`src/rtl/instr_fetch.sv`:
```
// Instruction fetch stage: one outstanding imem read, a 1-deep skid buffer for decode stalls, and flush/drain.
// Optional misaligned-fetch detection is enabled with `define FETCH_ALIGN_CHECK_EN.
module instr_fetch #(
    parameter int ADDR_W = 32,
    parameter int DATA_W = 32
) (
    input  logic              clk,
    input  logic              rst,
    input  logic [ADDR_W-1:0] pc,
    input  logic              flush,
    output logic              imem_req,
    output logic [ADDR_W-1:0] imem_addr,
    input  logic              imem_gnt,
    input  logic              imem_rvalid,
    input  logic [DATA_W-1:0] imem_rdata,
    output logic              ir_valid,
    input  logic              ir_ready,
    output logic [DATA_W-1:0] ir_data,
    output logic [ADDR_W-1:0] ir_pc,
    output logic              pc_advance,
    output logic              fetch_fault
);

    typedef enum logic [2:0] {IDLE, REQ, WAIT, HOLD, DRAIN} state_t;

    state_t              state_q, state_d;
    logic                imem_req_q, imem_req_d;
    logic [ADDR_W-1:0]   imem_addr_q, imem_addr_d;
    logic                ir_valid_q, ir_valid_d;
    logic [DATA_W-1:0]   ir_data_q, ir_data_d;
    logic [ADDR_W-1:0]   ir_pc_q, ir_pc_d;
    logic [DATA_W-1:0]   skid_data_q, skid_data_d;
    logic [ADDR_W-1:0]   skid_pc_q, skid_pc_d;
    logic                discard_q, discard_d;
    logic                pc_advance_q, pc_advance_d;
    logic                fetch_fault_q, fetch_fault_d;
    logic                slot_free;
    logic                misaligned;

`ifdef FETCH_ALIGN_CHECK_EN
    assign misaligned = (pc[1:0] != 2'b00);
`else
    assign misaligned = 1'b0;
`endif

    assign slot_free = !ir_valid_q || ir_ready;

    always_comb begin
        state_d       = state_q;
        imem_req_d    = imem_req_q;
        imem_addr_d   = imem_addr_q;
        ir_valid_d    = ir_valid_q;
        ir_data_d     = ir_data_q;
        ir_pc_d       = ir_pc_q;
        skid_data_d   = skid_data_q;
        skid_pc_d     = skid_pc_q;
        discard_d     = discard_q;
        pc_advance_d  = 1'b0;
        fetch_fault_d = fetch_fault_q;

        if (ir_valid_q && ir_ready) begin
            ir_valid_d    = 1'b0;
            fetch_fault_d = 1'b0;
        end

        if (flush) begin
            ir_valid_d    = 1'b0;
            fetch_fault_d = 1'b0;
            case (state_q)
                REQ: begin
                    discard_d = 1'b1;
                    if (imem_gnt) begin
                        imem_req_d = 1'b0;
                        state_d    = DRAIN;
                    end
                end
                WAIT:    state_d = imem_rvalid ? IDLE : DRAIN;
                DRAIN: begin
                    if (imem_rvalid) begin
                        discard_d = 1'b0;
                        state_d   = IDLE;
                    end
                end
                default: state_d = IDLE;
            endcase
        end else begin
            case (state_q)
                IDLE: begin
                    // pc only reflects the last advance one cycle after the pulse, so wait it out
                    if (!pc_advance_q) begin
                        if (misaligned) begin
                            if (slot_free) begin
                                ir_valid_d    = 1'b1;
                                ir_data_d     = '0;
                                ir_pc_d       = pc;
                                fetch_fault_d = 1'b1;
                                pc_advance_d  = 1'b1;
                            end
                        end else begin
                            imem_addr_d = pc;
                            imem_req_d  = 1'b1;
                            state_d     = REQ;
                        end
                    end
                end
                REQ: begin
                    if (imem_gnt) begin
                        imem_req_d = 1'b0;
                        state_d    = discard_q ? DRAIN : WAIT;
                    end
                end
                WAIT: begin
                    if (imem_rvalid) begin
                        pc_advance_d = 1'b1;
                        if (slot_free) begin
                            ir_valid_d    = 1'b1;
                            ir_data_d     = imem_rdata;
                            ir_pc_d       = imem_addr_q;
                            fetch_fault_d = 1'b0;
                            state_d       = IDLE;
                        end else begin
                            skid_data_d = imem_rdata;
                            skid_pc_d   = imem_addr_q;
                            state_d     = HOLD;
                        end
                    end
                end
                HOLD: begin
                    if (ir_ready) begin
                        ir_valid_d = 1'b1;
                        ir_data_d  = skid_data_q;
                        ir_pc_d    = skid_pc_q;
                        state_d    = IDLE;
                    end
                end
                DRAIN: begin
                    if (imem_rvalid) begin
                        discard_d = 1'b0;
                        state_d   = IDLE;
                    end
                end
                default: state_d = IDLE;
            endcase
        end
    end

    always_ff @(posedge clk or negedge rst) begin
        if (!rst) begin
            state_q       <= IDLE;
            imem_req_q    <= 1'b0;
            imem_addr_q   <= '0;
            ir_valid_q    <= 1'b0;
            ir_data_q     <= '0;
            ir_pc_q       <= '0;
            skid_data_q   <= '0;
            skid_pc_q     <= '0;
            discard_q     <= 1'b0;
            pc_advance_q  <= 1'b0;
            fetch_fault_q <= 1'b0;
        end else begin
            state_q       <= state_d;
            imem_req_q    <= imem_req_d;
            imem_addr_q   <= imem_addr_d;
            ir_valid_q    <= ir_valid_d;
            ir_data_q     <= ir_data_d;
            ir_pc_q       <= ir_pc_d;
            skid_data_q   <= skid_data_d;
            skid_pc_q     <= skid_pc_d;
            discard_q     <= discard_d;
            pc_advance_q  <= pc_advance_d;
            fetch_fault_q <= fetch_fault_d;
        end
    end

    assign imem_req    = imem_req_q;
    assign imem_addr   = imem_addr_q;
    assign ir_valid    = ir_valid_q;
    assign ir_data     = ir_data_q;
    assign ir_pc       = ir_pc_q;
    assign pc_advance  = pc_advance_q;
    assign fetch_fault = fetch_fault_q;

endmodule

```
`config.mk`:
```
export PLATFORM = sky130hd
export DESIGN_NAME = instr_fetch
export DESIGN_NICKNAME = d
export VERILOG_FILES = /design/src/rtl/instr_fetch.sv
export SDC_FILE = /design/constraint.sdc
export NUM_CORES = 1
export LEC_CHECK = 0
export BUFFER_PORTS_ARGS = -buffer_cell sky130_fd_sc_hd__buf_2
export CAP_MARGIN = 20
export CORE_ASPECT_RATIO = 0.9
export CORE_MARGIN = 2
export CORE_UTILIZATION = 35
export CTS_CLUSTER_DIAMETER = 60
export DETAILED_ROUTE_END_ITERATION = 7
export SYNTH_ARGS = -nofsm -noshare
export SYNTH_HDL_FRONTEND = slang
export SYNTH_SLANG_ARGS = --single-unit
export TNS_END_PERCENT = 20
```
`constraint.sdc`:
```
create_clock -name clk -period 1.78 [get_ports clk]
set_input_delay 0.356 -clock clk [delete_from_list [all_inputs] [get_ports clk]]
set_output_delay 0.356 -clock clk [all_outputs]
set_load 0.02 [all_outputs]
```
# After elaboration in Yosys (flattened, before gate mapping)
# Cells that the tools add are included.
classes:
  eq_ne: 12
  n_mux: 43
  bitwise: 3
  n_reduce_logical: 14
ops:
  columns: ["op", "count"]
  rows:
  - ["$mux W32", 6]
  - ["$pmux W32 S2", 2]
  - ["$mux W3", 9]
  - ["$mux W1", 20]
  - ["$pmux W3 S5", 1]
  - ["$ne A3 B3 Y1 const B", 3]
  - ["$pmux W3 S3", 1]
  - ["$ne A2 B2 Y1 const B", 4]
  - ["$reduce_and A4 Y1", 2]
  - ["$reduce_bool A2 Y1", 4]
  - ["$eq A3 B2 Y1 const B", 2]
  - ["$pmux W1 S2", 3]
  - ["$reduce_and A3 Y1", 2]
  - ["$reduce_and A5 Y1", 1]
  - ["$eq A3 B1 Y1 const B", 1]
  - ["$eq A3 B3 Y1 const B", 1]
  - ["$logic_not A3 Y1", 1]
  - ["$not A1 Y1", 3]
  - ["$mux W2", 1]
  - ["$ne A2 B1 Y1 const B", 1]
  - ["$reduce_and A2 Y1", 1]
  - ["$logic_and A1 B1 Y1", 1]
  - ["$logic_not A1 Y1", 1]
  - ["$logic_or A1 B1 Y1", 1]
totals:
  register_bits: 168
  input_bits: 70
  word_cells: 83

# Depth between registers and ports, before layout
# Gate-level depths: netlist of the first run.
logic_depth:
  word_depth: 6
  mapped_depth: 7
  mapped_depth_nobuf: 4

# Least setup slack after synthesis of the first run
# OpenSTA, ideal clock, no wires.
synth_path:
  path_kind: "input port to flip-flop"
  from: "input port flush"
  to: "register imem_addr_q[0] (netlist: imem_addr[0])"
  setup_ps: 125
  arrival_time_ps: 1701
  t_required_ps: 1655
  slack_ps: -46
  stages: 6
  cell_sequence: "buf_6 > or2_4 > or4_1 > buf_6 > buf_12 > mux2_4"
synth_via:
  elab_chain_cells: 2
synth_lines:
  columns: ["element", "line_no", "rtl"]
  rows:
  - ["from (decl)", "10", "input logic flush,"]
  - ["$not A1 Y1 (no source line)", null, null]
  - ["$reduce_and A3 Y1 (no source line)", null, null]
  - ["to (signal assigned)", "163", "imem_addr_q <= imem_addr_d;"]
  - ["to (decl)", "28", "logic [ADDR_W-1:0] imem_addr_q, imem_addr_d;"]
# Every way passes these cells.
# A chain may end at the register's enable or synchronous reset.

# Worst setup path after layout of the first run
layout_path:
  from: "register state_q[2]"
  to: "register ir_data_q[22] (netlist: ir_data[22])"
layout_via:
  elab_chain_cells: 3
layout_lines:
  columns: ["element", "line_no", "rtl"]
  rows:
  - ["from (decl)", "26", "state_t state_q, state_d;"]
  - ["from (signal assigned)", "161", "state_q <= state_d;"]
  - ["$eq A3 B2 Y1", "87", "case (state_q)"]
  - ["$ne A2 B2 Y1 (no source line) / $reduce_bool A2 Y1 (equally long branches)", null, null]
  - ["$reduce_and A5 Y1 (no source line)", null, null]
  - ["to (signal assigned)", "165", "ir_data_q <= ir_data_d;"]
  - ["to (decl)", "30", "logic [DATA_W-1:0] ir_data_q, ir_data_d;"]
# Parallel ways exist; a longest one is shown, timed or not.

==> results of run 1 <==
-- flip-flops by register name (all words and copies together), names as in the netlist --
name	cells
state_q	3
imem_addr	32
discard_q	1
fetch_fault	1
skid_pc_q	32
skid_data_q	32
pc_advance	1
imem_req	1
ir_data	32
ir_valid	1
ir_pc	32
-- cells in the final DEF (no fill, tap or decap), types with 2 or more instances in the layout --
master                         n
sky130_fd_sc_hd__buf_2       168
sky130_fd_sc_hd__dfrtp_1     167
sky130_fd_sc_hd__nand2_1     131
sky130_fd_sc_hd__mux2_2       66
sky130_fd_sc_hd__a31oi_1      64
sky130_fd_sc_hd__nor2_1       63
sky130_fd_sc_hd__mux2_4       30
sky130_fd_sc_hd__clkbuf_16    21
sky130_fd_sc_hd__buf_4        16
sky130_fd_sc_hd__buf_12       13
sky130_fd_sc_hd__nor2_2        7
sky130_fd_sc_hd__a21oi_1       5
sky130_fd_sc_hd__clkbuf_8      4
sky130_fd_sc_hd__inv_1         3
sky130_fd_sc_hd__o31ai_1       3
sky130_fd_sc_hd__o21ai_0       3
sky130_fd_sc_hd__bufinv_16     3
sky130_fd_sc_hd__buf_6         3
sky130_fd_sc_hd__nor3_1        2
sky130_fd_sc_hd__clkinv_2      2
sky130_fd_sc_hd__clkinvlp_4    2
sky130_fd_sc_hd__inv_6         2
sky130_fd_sc_hd__buf_8         2
-- layer usage --
metal  vias to the layer above  share of wire [%]
met5                         -                  0
met4                         0                1.1
met3                        16                5.5
met2                       135                 46
met1                      2549                 47
li1                       2458                  -
-- cell families (layout without fill, tap and decap cells) --
kind of cell,after synthesis,after routing,share of synthesized area [%]
and+or+nand+nor,215,215,12.0
DFF,168,168,59.6
muxes,97,97,17.1
AOI/OAI and AO/OA,82,82,7.43
buffers and inverters,46,242,3.97
other,0,1,0
-- power groups by stage --
stage,Clock [mW],Sequential (mW),Combinational [mW]
floorplan,0,7.11,2.02
CTS,3.97,5.85,5.10
finish,3.85,5.85,5.09
global route,4.13,6.04,5.50
global placement,0,5.88,5.00
detailed placement,0,5.90,5.07
-- area by class of cell --
| class | count | area (µm²) | area share, % |
|---|---|---|---|
| Sequential cell | 168 | 4210 | 45.8 |
| Tap cell | 255 | 319 | 3.47 |
| Antenna cell | 1 | 2.50 | 0.0272 |
| Timing Repair Buffer | 207 | 1400 | 15.2 |
| Clock buffer | 21 | 480 | 5.23 |
| Multi-Input combinational cell | 394 | 2630 | 28.6 |
| Clock inverter | 10 | 141 | 1.54 |
| Inverter | 4 | 15.0 | 0.163 |
-- path summary, 6_finish.rpt --
path	cells after the start	end
max	6	ir_data[22]
max reg2reg	6	ir_data[22]
min reg2reg	1	skid_data_q[28]
min in group asynchronous	2	ir_data[16]
max in group asynchronous	3	ir_data[24]
min	2	imem_addr[5]
-- per-stage QoR --
| step | power (mW) | setup WS, ns | hold WS, ns | std cells | setup TNS [ns] |
|---|---|---|---|---|---|
| after floorplan | 9.13 | -0.0226 | 0.0604 | 608 | -0.678 |
| after global placement | 10.9 | -0.0525 | 0.293 | 1022 | -2.59 |
| after detailed placement | 11.0 | -0.0767 | 0.295 | 1022 | -2.78 |
| after CTS | 14.9 | -0.0205 | 0.143 | 1057 | -0.112 |
| after global routing | 15.7 | -0.0589 | 0.145 | 1059 | -1.82 |
| final | 14.8 | 0.0146 | 0.163 | 1060 | 0 |
-- repair_timing --
action	4_1_cts	5_1_grt
gates resized for setup	8	13
buffers inserted	2	1
hold endpoints to repair	31	0
cloned	1	4
setup endpoints to repair	62	94
pin swaps	3	2
hold buffers	1	0
==> Implementation_results.wiki, run 1 <==
{| class="wikitable"
! Metric !! Value
|-
| Final-report setup violation count || 0
|-
| Post-Synthesis Cell Area || 7060 µm²
|-
| Top post-synthesis cells by count || 168 x sky130_fd_sc_hd__dfrtp_1, 131 x sky130_fd_sc_hd__nand2_1, 71 x sky130_fd_sc_hd__nor2_1, 66 x sky130_fd_sc_hd__mux2_2, 64 x sky130_fd_sc_hd__a31oi_1
|-
| Clock network power share || 26.0%
|-
| Vias in the first global route || 4,852
|-
| Setup slack on the worst flop-to-flop path || 0.01 ns
|-
| Crit path max-delay cell type || sky130_fd_sc_hd__a2111oi_4
|-
| Clock period minus worst slack || 1.77 ns
|-
| Top-area cell type share of the netlist area || 59.6%
|-
| Highest cell delay on the worst timing path || 0.42 ns
|-
| Buffers and inverters on the worst path || 2
|-
| Clk buf depth || 2
|-
| Worst-skew pair later-pin latency || 0.42 ns
|-
| Leakage power of the design || 4.66 nW
|-
| First DRT Iteration DRCs || 259
|-
| Die Area || 21,300 µm²
|-
| Gate Count Post-Synth || 608
|-
| Syn_nets || 678
|-
| Final standard cell area without fillers || 9190 µm²
|-
| Worst endpoint data arrival time || 2.10 ns
|-
| Total DRC errors in the routed layout || 0
|-
| Number of H-tree levels || 4
|-
| Core Region || 19,900 µm²
|-
| Clock sink count || 168
|-
| Switching part of the total power || 35.8%
|-
| First-pass GRT wire length || 26,000 µm
|-
| Die outline width || 154 µm
|-
| Std cell rows || 49
|-
| P per Cell Area || 1610 nW/µm²
|-
| Root Buffer || sky130_fd_sc_hd__clkbuf_16
|-
| Maximum clock frequency || 566 MHz
|-
| Total routed wirelength || 16,300 µm
|-
| Top-level I/O count || 170
|-
| Number of synthesized register bits || 168
|-
| Reg-to-Reg Start || state_q[2]
|-
| Total number of yosys warnings || 0
|-
| RSZ-0062 raised after global routing || yes
|-
| Worst setup path startpoint || state_q[2]
|-
| Maximum number of pins on one net before global-route repair || 42
|-
| Fillers || 1,862
|-
| Clock tree from TritonCTS || yes
|-
| Category of the most critical setup path || reg2reg
|-
| Syn avg cell area || 11.6 µm²
|-
| Startpoint class of the critical path || flip-flop
|-
| Port bufs || 169
|-
| Number of buffers created by CTS || 17
|-
| Share of synthesized flip-flops with an asynchronous set or reset || 100%
|-
| Power Internal || 9.50 mW
|-
| Via density per instance || 4.87
|-
| Cell with the most instances after synthesis || sky130_fd_sc_hd__dfrtp_1
|-
| Routing usage on met3 || 4.31%
|-
| M2 GR Usage || 23.5%
|-
| Post-DP HPWL || 10,500 µm
|-
| Total congestion overflow || 0
|-
| Main area contributors after synthesis || sky130_fd_sc_hd__dfrtp_1 60%, sky130_fd_sc_hd__mux2_2 11%, sky130_fd_sc_hd__nand2_1 7.0%, sky130_fd_sc_hd__mux2_4 6.4%, sky130_fd_sc_hd__a31oi_1 5.7%
|-
| Status || finished, final reports clean
|-
| Max-cap violations || 0
|-
| Share of the core filled with cells in the final layout || 46.3%
|-
| Transition time at the pin with the least slew margin || 0.376 ns
|-
| Number of enable-type register cells in the synthesized netlist || 0
|-
| Busiest grt layer || met2
|-
| Max VDD drop || 0.799 mV
|-
| Routability-driven placement congestion ratio || 0.801
|-
| Nets || 862
|-
| Antenna violations before repair || 1
|-
| HP Class || in2reg
|-
| GR met1 Demand/Resource || 21.0%
|-
| Proportion of synthesized chip area in sequential cells || 59.6%
|-
| Number of nets with antenna violations after detailed routing || 0
|-
| Share of the clock period used by the worst path after layout || 99.2%
|-
| Proportion of power drawn by flip-flops and latches || 39.5%
|-
| Part of the power in combinational logic || 34.4%
|-
| Post-Place Cell Area || 8370 µm²
|-
| Required arrival time at the worst endpoint || 2.11 ns
|-
| Cell type contributing the most total cell area after synthesis || sky130_fd_sc_hd__dfrtp_1
|-
| Clock transition at the register clock pins on the worst setup and hold paths after CTS || 0.07 ns
|-
| P_sw || 5.29 mW
|-
| Total via count in the routed design || 5,158
|-
| Number of slew-limit violations in the final report || 0
|-
| Final count of hold timing violations || 0
|-
| Critical path, cell by cell || or2_4, a2111oi_4, buf_6, clkbuf_16, nor2_2, a31oi_1
|-
| Endpoint class of the critical path || flip-flop
|-
| Flip-flop cell with the highest count after synthesis || sky130_fd_sc_hd__dfrtp_1
|-
| Number of iterations in the first detailed-routing pass || 4
|-
| Min-delay src || pc[5]
|-
| Max-Slew Margin vs Limit || 74.9%
|-
| Post-route clock skew || 0.00773 ns
|-
| Die extent in y || 139 µm
|-
| Layout-stage area growth over the synthesis result || 30.2%
|-
| Starting Density || 35.5%
|-
| Fraction of layout cells with a size suffix above 1 || 43.7%
|-
| Number of distinct library cell variants in the gate-level netlist after synthesis || 33
|-
| Crit path max-delay family || compound AO/OA/AOI/OAI gates
|-
| Highest net fanout along the worst path || 7
|-
| GRT Total Usage || 15.2%
|-
| Drt wl/cell || 15.4 µm
|}
No activity file was read; power rests on OpenSTA's default activity.
==> run 2, diff against run 1 <==
==> constraint.sdc (replaced) <==
create_clock -name clk -period 1.81 [get_ports clk]
set_input_delay 0.362 -clock clk [delete_from_list [all_inputs] [get_ports clk]]
set_output_delay 0.362 -clock clk [all_outputs]
set_load 0.02 [all_outputs]
==> Implementation_results.wiki, run 2 (synthesis results as in run 1) <==
{| class="wikitable"
! Metric !! Value
|-
| Top-level I/O count || 170 (unchanged)
|-
| Endpoint class of the critical path || flip-flop (unchanged)
|-
| # diodes || 0 (was 1)
|-
| Number of iterations in the first detailed-routing pass || 6 (was 4)
|-
| Category of the most critical setup path || reg2reg (unchanged)
|-
| Number of H-tree levels || 4 (unchanged)
|-
| Antenna violations before repair || 1 (unchanged)
|-
| Total via count in the routed design || 5,175 (was 5,158)
|-
| Setup tns final || -0.0678 ns (was 0 ns)
|-
| Setup slack on the worst flop-to-flop path || -0.02 ns (was 0.01 ns)
|-
| GRT Total Usage || 15.8% (was 15.2%)
|-
| Vias in the first global route || 5,026 (was 4,852)
|-
| Clock sink count || 168 (unchanged)
|-
| Clk buf depth || 2 (unchanged)
|-
| Share of the clock period used by the worst path after layout || 101% (was 99.2%)
|-
| Post-Place Cell Area || 8330 µm² (was 8370 µm²)
|-
| Max VDD drop || 0.807 mV (was 0.799 mV)
|-
| Endpoint of the worst register-to-register path || ir_data[23] (was ir_data[22])
|-
| Min-delay src || pc[14] (was pc[5])
|-
| Final count of hold timing violations || 0 (unchanged)
|-
| Std cell rows || 49 (unchanged)
|-
| Worst-skew pair later-pin latency || 0.42 ns (about the same)
|-
| Total congestion overflow || 0 (unchanged)
|-
| Number of buffers created by CTS || 17 (unchanged)
|-
| Number of cells in the design after placement || 1,022 (unchanged)
|-
| Setup crit end || ir_data[23] (was ir_data[22])
|-
| Port bufs || 169 (unchanged)
|-
| Worst reg2reg path depth || 8 (was 6)
|-
| Required arrival time at the worst endpoint || 2.14 ns (was 2.11 ns)
|-
| Core Region || 19,900 µm² (unchanged)
|-
| Failing checks || setup timing
|-
| Placement Setup Slack || -0.0393 ns (was -0.0767 ns)
|-
| Routability-driven placement congestion ratio || 0.807 (was 0.801)
|-
| Total routed wirelength || 16,700 µm (was 16,300 µm)
|-
| Die Area || 21,300 µm² (unchanged)
|-
| Startpoint class of the critical path || flip-flop (unchanged)
|-
| Die extent in y || 139 µm (unchanged)
|-
| Status || finished with violations (was finished, final reports clean)
|-
| Post-DP HPWL || 10,400 µm (was 10,500 µm)
|-
| Final-report setup violation count || 11 (was 0)
|-
| First DRT Iteration DRCs || 264 (was 259)
|-
| Number of nets with antenna violations after detailed routing || 0 (unchanged)
|-
| Layout-stage area growth over the synthesis result || 30.0% (was 30.2%)
|-
| Clock transition at the register clock pins on the worst setup and hold paths after CTS || 0.07 ns (about the same)
|-
| Drt wl/cell || 15.7 µm (was 15.4 µm)
|-
| Die outline width || 154 µm (unchanged)
|-
| Highest net fanout along the worst path || 9 (was 7)
|-
| Maximum clock frequency || 547 MHz (was 566 MHz)
|-
| P per Cell Area || 1570 nW/µm² (was 1610 nW/µm²)
|-
| Via density per instance || 4.85 (was 4.87)
|-
| Leakage power of the design || 4.67 nW (was 4.66 nW)
|-
| Worst setup path startpoint || state_q[0] (was state_q[2])
|-
| Clock period minus worst slack || 1.83 ns (was 1.77 ns)
|-
| Starting Density || 35.5% (unchanged)
|-
| Most frequent cells in the layout || 169 x sky130_fd_sc_hd__buf_2, 167 x sky130_fd_sc_hd__dfrtp_1, 131 x sky130_fd_sc_hd__nand2_1 (was 168 x sky130_fd_sc_hd__buf_2, 167 x sky130_fd_sc_hd__dfrtp_1, 131 x sky130_fd_sc_hd__nand2_1)
|-
| Max-cap violations || 0 (unchanged)
|-
| Nets || 868 (was 862)
|-
| Max-Slew Margin vs Limit || 70.0% (was 74.9%)
|-
| Post-route clock skew || 0.00971 ns (was 0.00773 ns)
|-
| HP Class || in2reg (unchanged)
|-
| Worst endpoint data arrival time || 2.16 ns (was 2.10 ns)
|-
| Root Buffer || sky130_fd_sc_hd__clkbuf_16 (unchanged)
|-
| Maximum number of pins on one net before global-route repair || 54 (was 42)
|-
| Final Instance Count excl. Fillers || 1,066 (was 1,060)
|-
| Final standard cell area without fillers || 9180 µm² (was 9190 µm²)
|-
| Clock tree from TritonCTS || yes (unchanged)
|-
| Commonest non-fill, non-tap cell in the layout || sky130_fd_sc_hd__buf_2 (unchanged)
|-
| RSZ-0062 raised after global routing || yes (unchanged)
|-
| Total DRC errors in the routed layout || 0 (unchanged)
|-
| Transition time at the pin with the least slew margin || 0.450 ns (was 0.376 ns)
|-
| Worst-case setup margin in the final layout || -0.0186 ns (was 0.0146 ns)
|-
| Number of slew-limit violations in the final report || 0 (unchanged)
|-
| First-pass GRT wire length || 27,100 µm (was 26,000 µm)
|-
| Fraction of layout cells with a size suffix above 1 || 42.8% (was 43.7%)
|-
| Total Power Consumption || 14.4 mW (was 14.8 mW)
|-
| Reg-to-Reg Start || state_q[0] (was state_q[2])
|}
-- run 2: worst max-delay path, cell delays in order, from the launching register on --
cell,delay [ns]
sky130_fd_sc_hd__dfrtp_2,0.44
sky130_fd_sc_hd__buf_6,0.13
sky130_fd_sc_hd__mux2i_2,0.17
sky130_fd_sc_hd__a2111oi_4,0.34
sky130_fd_sc_hd__buf_6,0.18
sky130_fd_sc_hd__buf_12,0.14
sky130_fd_sc_hd__clkbuf_16,0.16
sky130_fd_sc_hd__nor2_1,0.04
sky130_fd_sc_hd__a31oi_1,0.14
-- run 2: per-stage QoR --
step                hold WS (ns)  utilization, %
floorplan                 0.0664               -
global placement           0.302            42.0
detailed placement         0.297            42.0
CTS                        0.145            45.3
global route               0.143            46.2
finish                     0.166            46.2
-- run 2: final cells by class --
class,instances,area [µm²]
fill,1897,10700
sequential,168,4210
multi-input combinational,394,2590
timing repair buffer,213,1440
clock buffer,22,484
tap,255,319
clock inverter,10,116
inverter,4,15.0
-- run 2: per-layer routing --
metal  track usage [%]  up-vias  routed length (µm)
met1              22.0     2555                7960
met2              24.5      137                7670
met4              4.06        0                 155
met3              4.56       15                 926
met5                 0        -                   0
li1                  -     2468                   -
-- run 2: where the power goes --
part	internal [mW]	switching [mW]
Combinational	2.13	2.89
Clock	2.19	1.50
Sequential	4.89	0.855
Total	9.20	5.24
-- run 2: timing repair --
| action | 4_1_cts | 5_1_grt |
|---|---|---|
| endpoints found under the setup margin | 21 | 114 |
| buffers inserted | 2 | 3 |
| gates resized for setup | 3 | 19 |
| hold buffers | 1 | 0 |
| cloned | 1 | 6 |
| pin swaps | 0 | 1 |
| hold endpoints to repair | 33 | 0 |
-- run 2: worst min path at each step --
stage | end | slack [ns] | cells past startpoint
after floorplan | discard_q | 0.07 | 0
after global placement | skid_data_q[14] | 0.30 | 1
after detailed placement | skid_data_q[14] | 0.30 | 1
after CTS | imem_addr[14] | 0.14 | 2
after global routing | imem_addr[14] | 0.14 | 2
final | imem_addr[14] | 0.17 | 2
